==> config.mk <==
export PLATFORM = sky130hd
export DESIGN_NAME = mem2axi_repack_flat
export DESIGN_NICKNAME = d
export VERILOG_FILES = /design/src/rtl/mem2axi_repack_if.sv /design/src/rtl/mem2axi_repack.sv /design/src/flat_wrapper.sv
export SDC_FILE = /design/constraint.sdc
export NUM_CORES = 2
export LEC_CHECK = 0
export CORE_MARGIN = 2
export CORE_UTILIZATION = 45
export DETAILED_ROUTE_END_ITERATION = 12
export PLACE_DENSITY = 0.71
export SETUP_SLACK_MARGIN = 0.05
export SLEW_MARGIN = 30
export SYNTH_ARGS = -nofsm -noshare
export SYNTH_HDL_FRONTEND = slang
export SYNTH_SLANG_ARGS = --single-unit
==> constraint.sdc <==
create_clock -name memclk -period 7.4 [get_ports memclk]
set_input_delay 2.22 -clock memclk [delete_from_list [all_inputs] [get_ports memclk]]
set_output_delay 2.22 -clock memclk [all_outputs]
set_load 0.02 [all_outputs]
==> src/rtl/mem2axi_repack_if.sv <==
// mem2axi_repack_if: AXI-Stream beat bundle (data, strobes, user, last)
// with valid/ready handshake; master drives the beat, slave drives ready.
interface mem2axi_repack_if #(
    parameter int TDATA_WIDTH = 32,
    parameter int TUSER_WIDTH = 16
);
    logic [TDATA_WIDTH*8-1:0] m_tdata;
    logic [TDATA_WIDTH-1:0]   m_tstrb;
    logic [TUSER_WIDTH*8-1:0] m_tuser;
    logic                     m_tlast;
    logic                     m_tvalid;
    logic                     m_tready;

    modport master (
        output m_tdata, m_tstrb, m_tuser,
        output m_tlast, m_tvalid,
        input  m_tready
    );

    modport slave (
        input  m_tdata, m_tstrb, m_tuser,
        input  m_tlast, m_tvalid,
        output m_tready
    );
endinterface

==> src/rtl/mem2axi_repack.sv <==
// mem2axi_repack: repacks 24-byte memory words into 32-byte AXI beats.
// Define MEM2AXI_REPACK_PKT_CNT_EN to add the accepted-packet counter.
module mem2axi_repack #(
    parameter int TDATA_WIDTH        = 32,
    parameter int TUSER_WIDTH        = 16,
    parameter int CROPPED_DATA_WIDTH = 24
) (
    input  logic                            memclk,
    input  logic                            reset,
    input  logic [CROPPED_DATA_WIDTH*8-1:0] din,
    input  logic                            din_last,
    input  logic [4:0]                      din_bytes,
    input  logic                            din_valid,
    output logic                            din_rd,
    mem2axi_repack_if.master                m_axis,
    output logic [31:0]                     pkt_count
);
    localparam int DW = TDATA_WIDTH * 8;
    localparam int UW = TUSER_WIDTH * 8;
    localparam int CW = CROPPED_DATA_WIDTH * 8;
    localparam int SW = 2 * CW;
    localparam int HW = SW - DW;

    typedef enum logic [2:0] {
        HDR, R0, R24, R16, R8, FLUSH
    } state_t;

    state_t                 state_q, state_d;
    logic [CW-1:0]          res_q, res_d;
    logic [5:0]             fl_q, fl_d;
    logic [UW-1:0]          hdr_q, hdr_d;
    logic [DW-1:0]          tdata_q, tdata_d;
    logic [TDATA_WIDTH-1:0] tstrb_q, tstrb_d;
    logic [UW-1:0]          tuser_q, tuser_d;
    logic                   tlast_q, tlast_d;
    logic                   tvalid_q, tvalid_d;

    logic [CW-1:0] din_x;
    logic [SW-1:0] cat;
    logic [5:0]    r_bytes;
    logic [5:0]    n_bytes;
    logic          out_free;
    logic          beat_pop;
    logic          pop;

    function automatic logic [TDATA_WIDTH-1:0] lo_mask(
        input logic [5:0] c
    );
        logic [TDATA_WIDTH-1:0] m;
        for (int i = 0; i < TDATA_WIDTH; i++)
            m[i] = 6'(i) < c;
        return m;
    endfunction

    // Zero the bytes of a last word beyond din_bytes.
    always_comb begin
        din_x = din;
        if (din_last)
            for (int i = 0; i < CROPPED_DATA_WIDTH; i++)
                if (5'(i) >= din_bytes)
                    din_x[8*i +: 8] = '0;
    end

    // Place the incoming word directly above the held residue.
    always_comb begin
        r_bytes = 6'd0;
        cat     = {{CW{1'b0}}, din_x};
        unique case (state_q)
            R24: begin
                r_bytes = 6'd24;
                cat     = {din_x, res_q};
            end
            R16: begin
                r_bytes = 6'd16;
                cat     = {{(CW-128){1'b0}}, din_x, res_q[127:0]};
            end
            R8: begin
                r_bytes = 6'd8;
                cat     = {{(CW-64){1'b0}}, din_x, res_q[63:0]};
            end
            default: ;
        endcase
    end

    assign n_bytes = r_bytes + {1'b0, din_bytes};

    // Next-state, pop decision and output-register load.
    always_comb begin
        state_d  = state_q;
        res_d    = res_q;
        fl_d     = fl_q;
        hdr_d    = hdr_q;
        tdata_d  = tdata_q;
        tstrb_d  = tstrb_q;
        tuser_d  = tuser_q;
        tlast_d  = tlast_q;
        tvalid_d = tvalid_q & ~m_axis.m_tready;
        out_free = ~tvalid_q | m_axis.m_tready;
        beat_pop = (state_q != HDR)
                && !(state_q == R0 && !din_last);
        pop      = din_valid && !reset
                && (state_q != FLUSH)
                && (!beat_pop || out_free);
        din_rd   = pop;

        if (state_q == FLUSH) begin
            if (out_free) begin
                tvalid_d = 1'b1;
                tdata_d  = {{(DW-CW){1'b0}}, res_q};
                tstrb_d  = lo_mask(fl_q);
                tuser_d  = hdr_q;
                tlast_d  = 1'b1;
                res_d    = '0;
                state_d  = HDR;
            end
        end else if (pop) begin
            if (state_q == HDR) begin
                // A lone last word is a header with no payload: drop it.
                if (!din_last) begin
                    hdr_d   = din[UW-1:0];
                    state_d = R0;
                end
            end else if (state_q == R0 && !din_last) begin
                res_d   = din;
                state_d = R24;
            end else begin
                tvalid_d = 1'b1;
                tdata_d  = cat[DW-1:0];
                tuser_d  = hdr_q;
                tstrb_d  = '1;
                tlast_d  = 1'b0;
                res_d    = {{(CW-HW){1'b0}}, cat[SW-1:DW]};
                if (din_last) begin
                    if (n_bytes <= 6'd32) begin
                        tstrb_d = lo_mask(n_bytes);
                        tlast_d = 1'b1;
                        res_d   = '0;
                        state_d = HDR;
                    end else begin
                        fl_d    = n_bytes - 6'd32;
                        state_d = FLUSH;
                    end
                end else begin
                    unique case (state_q)
                        R24:     state_d = R16;
                        R16:     state_d = R8;
                        default: state_d = R0;
                    endcase
                end
            end
        end
    end

    // State, residue, header and output register update.
    always_ff @(posedge memclk) begin
        if (reset) begin
            state_q  <= HDR;
            res_q    <= '0;
            fl_q     <= '0;
            hdr_q    <= '0;
            tdata_q  <= '0;
            tstrb_q  <= '0;
            tuser_q  <= '0;
            tlast_q  <= 1'b0;
            tvalid_q <= 1'b0;
        end else begin
            state_q  <= state_d;
            res_q    <= res_d;
            fl_q     <= fl_d;
            hdr_q    <= hdr_d;
            tdata_q  <= tdata_d;
            tstrb_q  <= tstrb_d;
            tuser_q  <= tuser_d;
            tlast_q  <= tlast_d;
            tvalid_q <= tvalid_d;
        end
    end

    assign m_axis.m_tdata  = tdata_q;
    assign m_axis.m_tstrb  = tstrb_q;
    assign m_axis.m_tuser  = tuser_q;
    assign m_axis.m_tlast  = tlast_q;
    assign m_axis.m_tvalid = tvalid_q;

`ifdef MEM2AXI_REPACK_PKT_CNT_EN
    logic [31:0] cnt_q;

    // Count packets whose last beat is accepted downstream.
    always_ff @(posedge memclk) begin
        if (reset)
            cnt_q <= '0;
        else if (tvalid_q && m_axis.m_tready && tlast_q)
            cnt_q <= cnt_q + 32'd1;
    end

    assign pkt_count = cnt_q;
`else
    assign pkt_count = '0;
`endif
endmodule

==> src/flat_wrapper.sv <==
// flat-port wrapper written by rule: the top's interface ports become plain ports
module mem2axi_repack_flat 
#(
    parameter int TDATA_WIDTH        = 32,
    parameter int TUSER_WIDTH        = 16,
    parameter int CROPPED_DATA_WIDTH = 24
)
  (memclk, reset, din, din_last, din_bytes, din_valid, din_rd, pkt_count, m_axis_m_tdata, m_axis_m_tstrb, m_axis_m_tuser, m_axis_m_tlast, m_axis_m_tvalid, m_axis_m_tready);
  mem2axi_repack_if #(.TDATA_WIDTH(TDATA_WIDTH), .TUSER_WIDTH(TUSER_WIDTH)) m_axis_i ();
  input  logic memclk;
  input  logic reset;
  input  logic [CROPPED_DATA_WIDTH*8-1:0] din;
  input  logic din_last;
  input  logic [4:0] din_bytes;
  input  logic din_valid;
  output logic din_rd;
  output logic [31:0] pkt_count;
  output wire logic [$bits(m_axis_i.m_tdata)-1:0] m_axis_m_tdata;
  output wire logic [$bits(m_axis_i.m_tstrb)-1:0] m_axis_m_tstrb;
  output wire logic [$bits(m_axis_i.m_tuser)-1:0] m_axis_m_tuser;
  output wire logic [$bits(m_axis_i.m_tlast)-1:0] m_axis_m_tlast;
  output wire logic [$bits(m_axis_i.m_tvalid)-1:0] m_axis_m_tvalid;
  input wire logic [$bits(m_axis_i.m_tready)-1:0] m_axis_m_tready;
  assign m_axis_m_tdata = m_axis_i.m_tdata;
  assign m_axis_m_tstrb = m_axis_i.m_tstrb;
  assign m_axis_m_tuser = m_axis_i.m_tuser;
  assign m_axis_m_tlast = m_axis_i.m_tlast;
  assign m_axis_m_tvalid = m_axis_i.m_tvalid;
  assign m_axis_i.m_tready = m_axis_m_tready;
  mem2axi_repack #(.TDATA_WIDTH(TDATA_WIDTH), .TUSER_WIDTH(TUSER_WIDTH), .CROPPED_DATA_WIDTH(CROPPED_DATA_WIDTH)) u_core (.memclk(memclk), .reset(reset), .din(din), .din_last(din_last), .din_bytes(din_bytes), .din_valid(din_valid), .din_rd(din_rd), .m_axis(m_axis_i), .pkt_count(pkt_count));
endmodule
; ---- Word level (Yosys, flattened, before mapping)
; Index checks and enable logic that the tools add are counted.
[classes]
addsub = 2
n_lt_le_gt_ge = 89
eq_ne = 10
mux = 72
bitwise_logic = 9
reduce_logical = 18
[op_table]
columns = op, n
row1 = $mux 192, 7
row2 = $mux 256, 5
row3 = $pmux 384 s3, 1
row4 = $mux 128, 6
row5 = $mux 32, 7
row6 = $lt 5x6->1 const A, 32
row7 = $mux 8, 24
row8 = $lt 4x6->1 const A, 16
row9 = $lt 3x6->1 const A, 8
row10 = $ge 4x5->1 const A, 8
row11 = $ge 5x5->1 const A, 8
row12 = $lt 1x6->1 const A, 4
row13 = $lt 2x6->1 const A, 4
row14 = $mux 3, 8
row15 = $ge 3x5->1 const A, 4
row16 = $pmux 5 s3, 1
row17 = $mux 1, 12
row18 = $ge 1x5->1 const A, 2
row19 = $ge 2x5->1 const A, 2
row20 = $reduce_and 4->1, 2
row21 = $not 1->1, 7
row22 = $add 5x5->6, 1
row23 = $eq 3x2->1 const B, 2
row24 = $eq 3x3->1 const B, 2
row25 = 17 further kinds, 27
[word_totals]
regBits = 747
out_inout_bits = 451
wordCells = 209

; ---- Longest topological paths before layout
[logic_depth]
depth_word = 10
ltp_mapped = 16
mapped_depth_nobuf = 10

; ---- Worst setup path after synthesis
; Ideal clock, no wire load.
[synth_timing]
path_kind = input to output
start = in m_axis_m_tready
end = out din_rd
arrival_ps = 3248
required_time_ps = 5180
setup_slack_ps = 1932
cell_stages = 4
path_cell_list = nand2b_1 clkbuf_1 o211ai_1 inv_1
[synth_via]
elab_chain_len = 3
[synth_rtl]
columns = element, line_no
row1 = from (decl), flat_wrapper.sv:23  ; input wire logic [$bits(m_axis_i.m_tready)-1:0] m_axis_m_tready;
row2 = $or 1x1->1, mem2axi_repack.sv:98  ; out_free = ~tvalid_q | m_axis.m_tready;
row3 = $logic_or 1x1->1, mem2axi_repack.sv:103  ; && (!beat_pop || out_free);
row4 = $logic_and 1x1->1, mem2axi_repack.sv:103
row5 = to (decl), flat_wrapper.sv:16  ; output logic din_rd;
; Every way passes these cells.

; ---- Worst setup path after layout
[layout_timing]
start = in din_last
end = out din_rd
[layout_via]
elab_chain_len = 7
[layout_rtl]
columns = element, line_no
row1 = from (decl), flat_wrapper.sv:13  ; input logic din_last;
row2 = $logic_not 1->1, mem2axi_repack.sv:100  ; && !(state_q == R0 && !din_last);
row3 = $logic_and 1x1->1, mem2axi_repack.sv:100
row4 = $logic_not 1->1, mem2axi_repack.sv:100
row5 = $logic_and 1x1->1, mem2axi_repack.sv:100
row6 = $logic_not 1->1, mem2axi_repack.sv:103
row7 = $logic_or 1x1->1, mem2axi_repack.sv:103
row8 = $logic_and 1x1->1, mem2axi_repack.sv:103
; Every way passes these cells.

==> summary by stage <==
Outcome
The flow ran to the end, and the final reports show no timing, DRC or antenna violations.

Synth
The portion of the post-synthesis area used by sequential elements is 0.447. The cell type contributing the most total cell area after synthesis is sky130_fd_sc_hd__dfxtp_1. After synthesis, the share of flip-flops with an asynchronous set or reset is 0. Synthesis handed over a netlist of 4213 instances.

The number of distinct library cell variants in the gate-level netlist after synthesis is 77. The count of warnings emitted by yosys is 0. Counting flops with a built-in enable in the synthesized netlist gives 0. Sorting the synthesized cells by area gives the leading types as sky130_fd_sc_hd__dfxtp_1, sky130_fd_sc_hd__nand2_1, sky130_fd_sc_hd__a21oi_1. The most common cell in the synthesized netlist is sky130_fd_sc_hd__nand2_1. The share of Yosys cell area claimed by the top area cell type is 0.447.

In this run the mean area of a mapped cell was 7.93 um^2. The dominant synthesized flop cell is sky130_fd_sc_hd__dfxtp_1. The netlist area before placement is 0.0334 mm^2. The number of flip-flops and latches in the synthesized netlist is 747.

The commonest cells after synthesis are sky130_fd_sc_hd__nand2_1, sky130_fd_sc_hd__dfxtp_1, sky130_fd_sc_hd__a21oi_1, sky130_fd_sc_hd__clkbuf_1, sky130_fd_sc_hd__nor2_1.

Floorplanning
The initial utilization of the core area, before any placement, comes to 0.457. The floorplan step defined a die boundary enclosing 0.0765 mm^2. The width of the die is 277 um. After floorplanning, the core was divided into 99 placement rows.

The total area inside the core boundary comes to 0.0732 mm^2. The die is 277 um tall. The I/O pin count is 653.

Global routing
The via count of the first global-routing pass came to 33700. Summed over all layers, the global routing overflow is 0. Across every metal layer, demand over resource in global routing totals 0.371. The initial antenna violation count is 6. The wire length of the first global-routing pass is 220 mm. Entering global routing, the biggest net connects 199 pins.

Routing
In the routed design, unresolved DRC markers number 0. Before antenna repair, the detailed router went through 7 iterations. After detailed routing, the number of vias per cell comes to 6.49. The detailed-route wire length per cell is 26.6 um.

The routed layout has 36400 vias. The post-route antenna net violation count is 0. The final wirelength is 149 mm. The iteration-0 DRC count of the detailed router is 4743.

Cells and area
The share of layout cells above drive strength 1 is 0.0539. At the end of the flow, the number of nets in the layout was 4788. The area added between synthesis and finish is 27.2%. The core utilization of the finished layout is 0.581.

Placement
The worst slack after detailed placement is 0.970 ns. The wire-length estimate of the detail-placed layout is 98.9 mm. Routability-driven placement finished with a final weighted congestion of 0.930.

In this run the tool buffered the top-level ports with 620 buffer cells.

Clocking
The clock drives 747 sinks. The later pin in the worst-skew pair is clocked with a latency of 0.66 ns. The tree is rooted in a sky130_fd_sc_hd__clkbuf_16. Counting along the longest clock path gives a buffer depth of 3. Clock-pin slew was measured on the worst setup and hold paths at 0.06 ns.

The setup fix buffers added after clock tree synthesis is 0. The number of levels the H-tree was split into is 3. In this run, post-CTS repair resized a total of 0 instances.

The number of clock buffers added by TritonCTS is 82. The TritonCTS clock tree is done. The hold buffer count at CTS is 0.

Pwr
The cell area power density is 224 mW/mm^2. Summed over all cells, the static leakage comes to 0.0141 uW. VDD sags by at most 0.000149 V. The total power is 9530 uW.

STA
The total negative setup slack is 0 ns. The slew of the pin with the lowest slew margin is 1.08 ns. Once routing completed, OpenROAD measured the worst setup slack at 0.925 ns. The hold violation total from the final report is 0. Final hold analysis gives a worst-case slack of 0.425 ns.

The setup skew after layout is 0.0297 ns. The count of pins over their slew limit is 0. Measured against its own limit, the worst slew margin works out to 0.282. The smallest clock period supported by the final layout is computed as 6.47 ns.

The final setup violation count is 0. Of the available clock period, the critical path in the final layout requires 0.875. Setup repair after global routing left no endpoint under its margin.

The highest clock rate is 0.154 GHz.

Setup path
The endpoint type of the worst setup path is an output pin. The maximum fanout along the worst path is 3. The critical path startpoint category is an input port. The type of the setup path with the least slack is in -> out.

The arrival time of data at the critical path endpoint is 4.25 ns. The worst endpoint required time is 5.18 ns.

Worst hold path
The min-delay analysis places its worst path in the category reg -> reg.

Job
The max capacitance violation total is 0.
-- sequential cells by signal, summed over array words and instances, names as in the netlist --
name and cells:
u_core.fl_q 6, u_core.m_axis.m_tdata 256, u_core.res_q 192, u_core.m_axis.m_tlast 1, u_core.hdr_q 128, u_core.m_axis.m_tstrb 32
u_core.m_axis.m_tvalid 1, u_core.m_axis.m_tuser 128, u_core.state_q 3
-- critical path, cell delays in order --
cell and delay, ns:
sky130_fd_sc_hd__clkdlybuf4s50_1 0.54, sky130_fd_sc_hd__a211oi_2 0.46, sky130_fd_sc_hd__o211ai_1 0.17, sky130_fd_sc_hd__inv_1 0.14
sky130_fd_sc_hd__clkdlybuf4s50_1 0.71
-- cells by family (layout without fill, tap and decap cells) --
family | Yosys count | count (layout) | share of synthesized area
compound gates | 1453 | 1453 | 0.290
fa+ha+maj | 2 | 2 | 0.000973
buf+inv | 447 | 845 | 0.0575
flops | 747 | 747 | 0.447
mux | 9 | 9 | 0.00270
other cells | 1 | 36 | 0.000112
simple gates | 1554 | 1554 | 0.202
-- through the flow --
step	instances	area, um^2
after CTS	5598	42400
after global routing	5604	42500
after global placement	5456	39800
after detailed placement	5456	39800
final	5605	42500
after floorplan	4244	33500
-- cell type report --
class,instances,area [um^2]
antenna,4,10.0
clock buffer,119,2360
clock inverter,23,262
fill,6803,30700
inverter,15,57.6
multi-input combinational,3050,16800
sequential,747,15000
tap,959,1200
timing repair buffer,688,6840
-- layout by cell type (no fill, tap or decap), types with 21 or more instances in the layout --
cell type and instances:
sky130_fd_sc_hd__nand2_1 825, sky130_fd_sc_hd__dfxtp_1 744, sky130_fd_sc_hd__clkdlybuf4s50_1 619, sky130_fd_sc_hd__a21oi_1 499, sky130_fd_sc_hd__nor2_1 260, sky130_fd_sc_hd__o21ai_0 189, sky130_fd_sc_hd__nand3_1 184, sky130_fd_sc_hd__a221oi_1 129
sky130_fd_sc_hd__a22oi_1 127, sky130_fd_sc_hd__nor3_1 96, sky130_fd_sc_hd__clkbuf_16 82, sky130_fd_sc_hd__a32oi_1 75, sky130_fd_sc_hd__a211oi_1 70, sky130_fd_sc_hd__a31oi_1 64, sky130_fd_sc_hd__buf_4 59, sky130_fd_sc_hd__a221o_1 58
sky130_fd_sc_hd__o211ai_1 39, sky130_fd_sc_hd__conb_1 32, sky130_fd_sc_hd__nand3b_1 26, sky130_fd_sc_hd__a21o_1 24, sky130_fd_sc_hd__and3_1 22, sky130_fd_sc_hd__a32o_1 21, sky130_fd_sc_hd__a311oi_1 21, sky130_fd_sc_hd__a222oi_1 21
-- where the power goes --
part	internal (uW)	switching [uW]	total, uW
sequential	4110	69.3	4180
clock	2300	1770	4070
combinational	410	873	1280
-- worst paths after layout --
check / from / end / cells after the start / slack (ns)
worst max-delay path: din_last / din_rd / 5 / 0.93
worst min-delay path: u_core.hdr_q[69] / u_core.m_axis.m_tuser[69] / 2 / 0.43
worst max register to register: u_core.state_q[1] / u_core.res_q[6] / 11 / 2.44
worst min register to register: u_core.hdr_q[69] / u_core.m_axis.m_tuser[69] / 2 / 0.43
-- routing by layer --
layer,vias up,global-route usage,wire length (um)
met5,-,0,41
met1,17400,0.482,57600
met2,2478,0.569,66400
li1,16100,-,-
met4,6,0.196,7930
met3,408,0.0916,17300
Note: power is estimated with default switching activity, not from simulation.
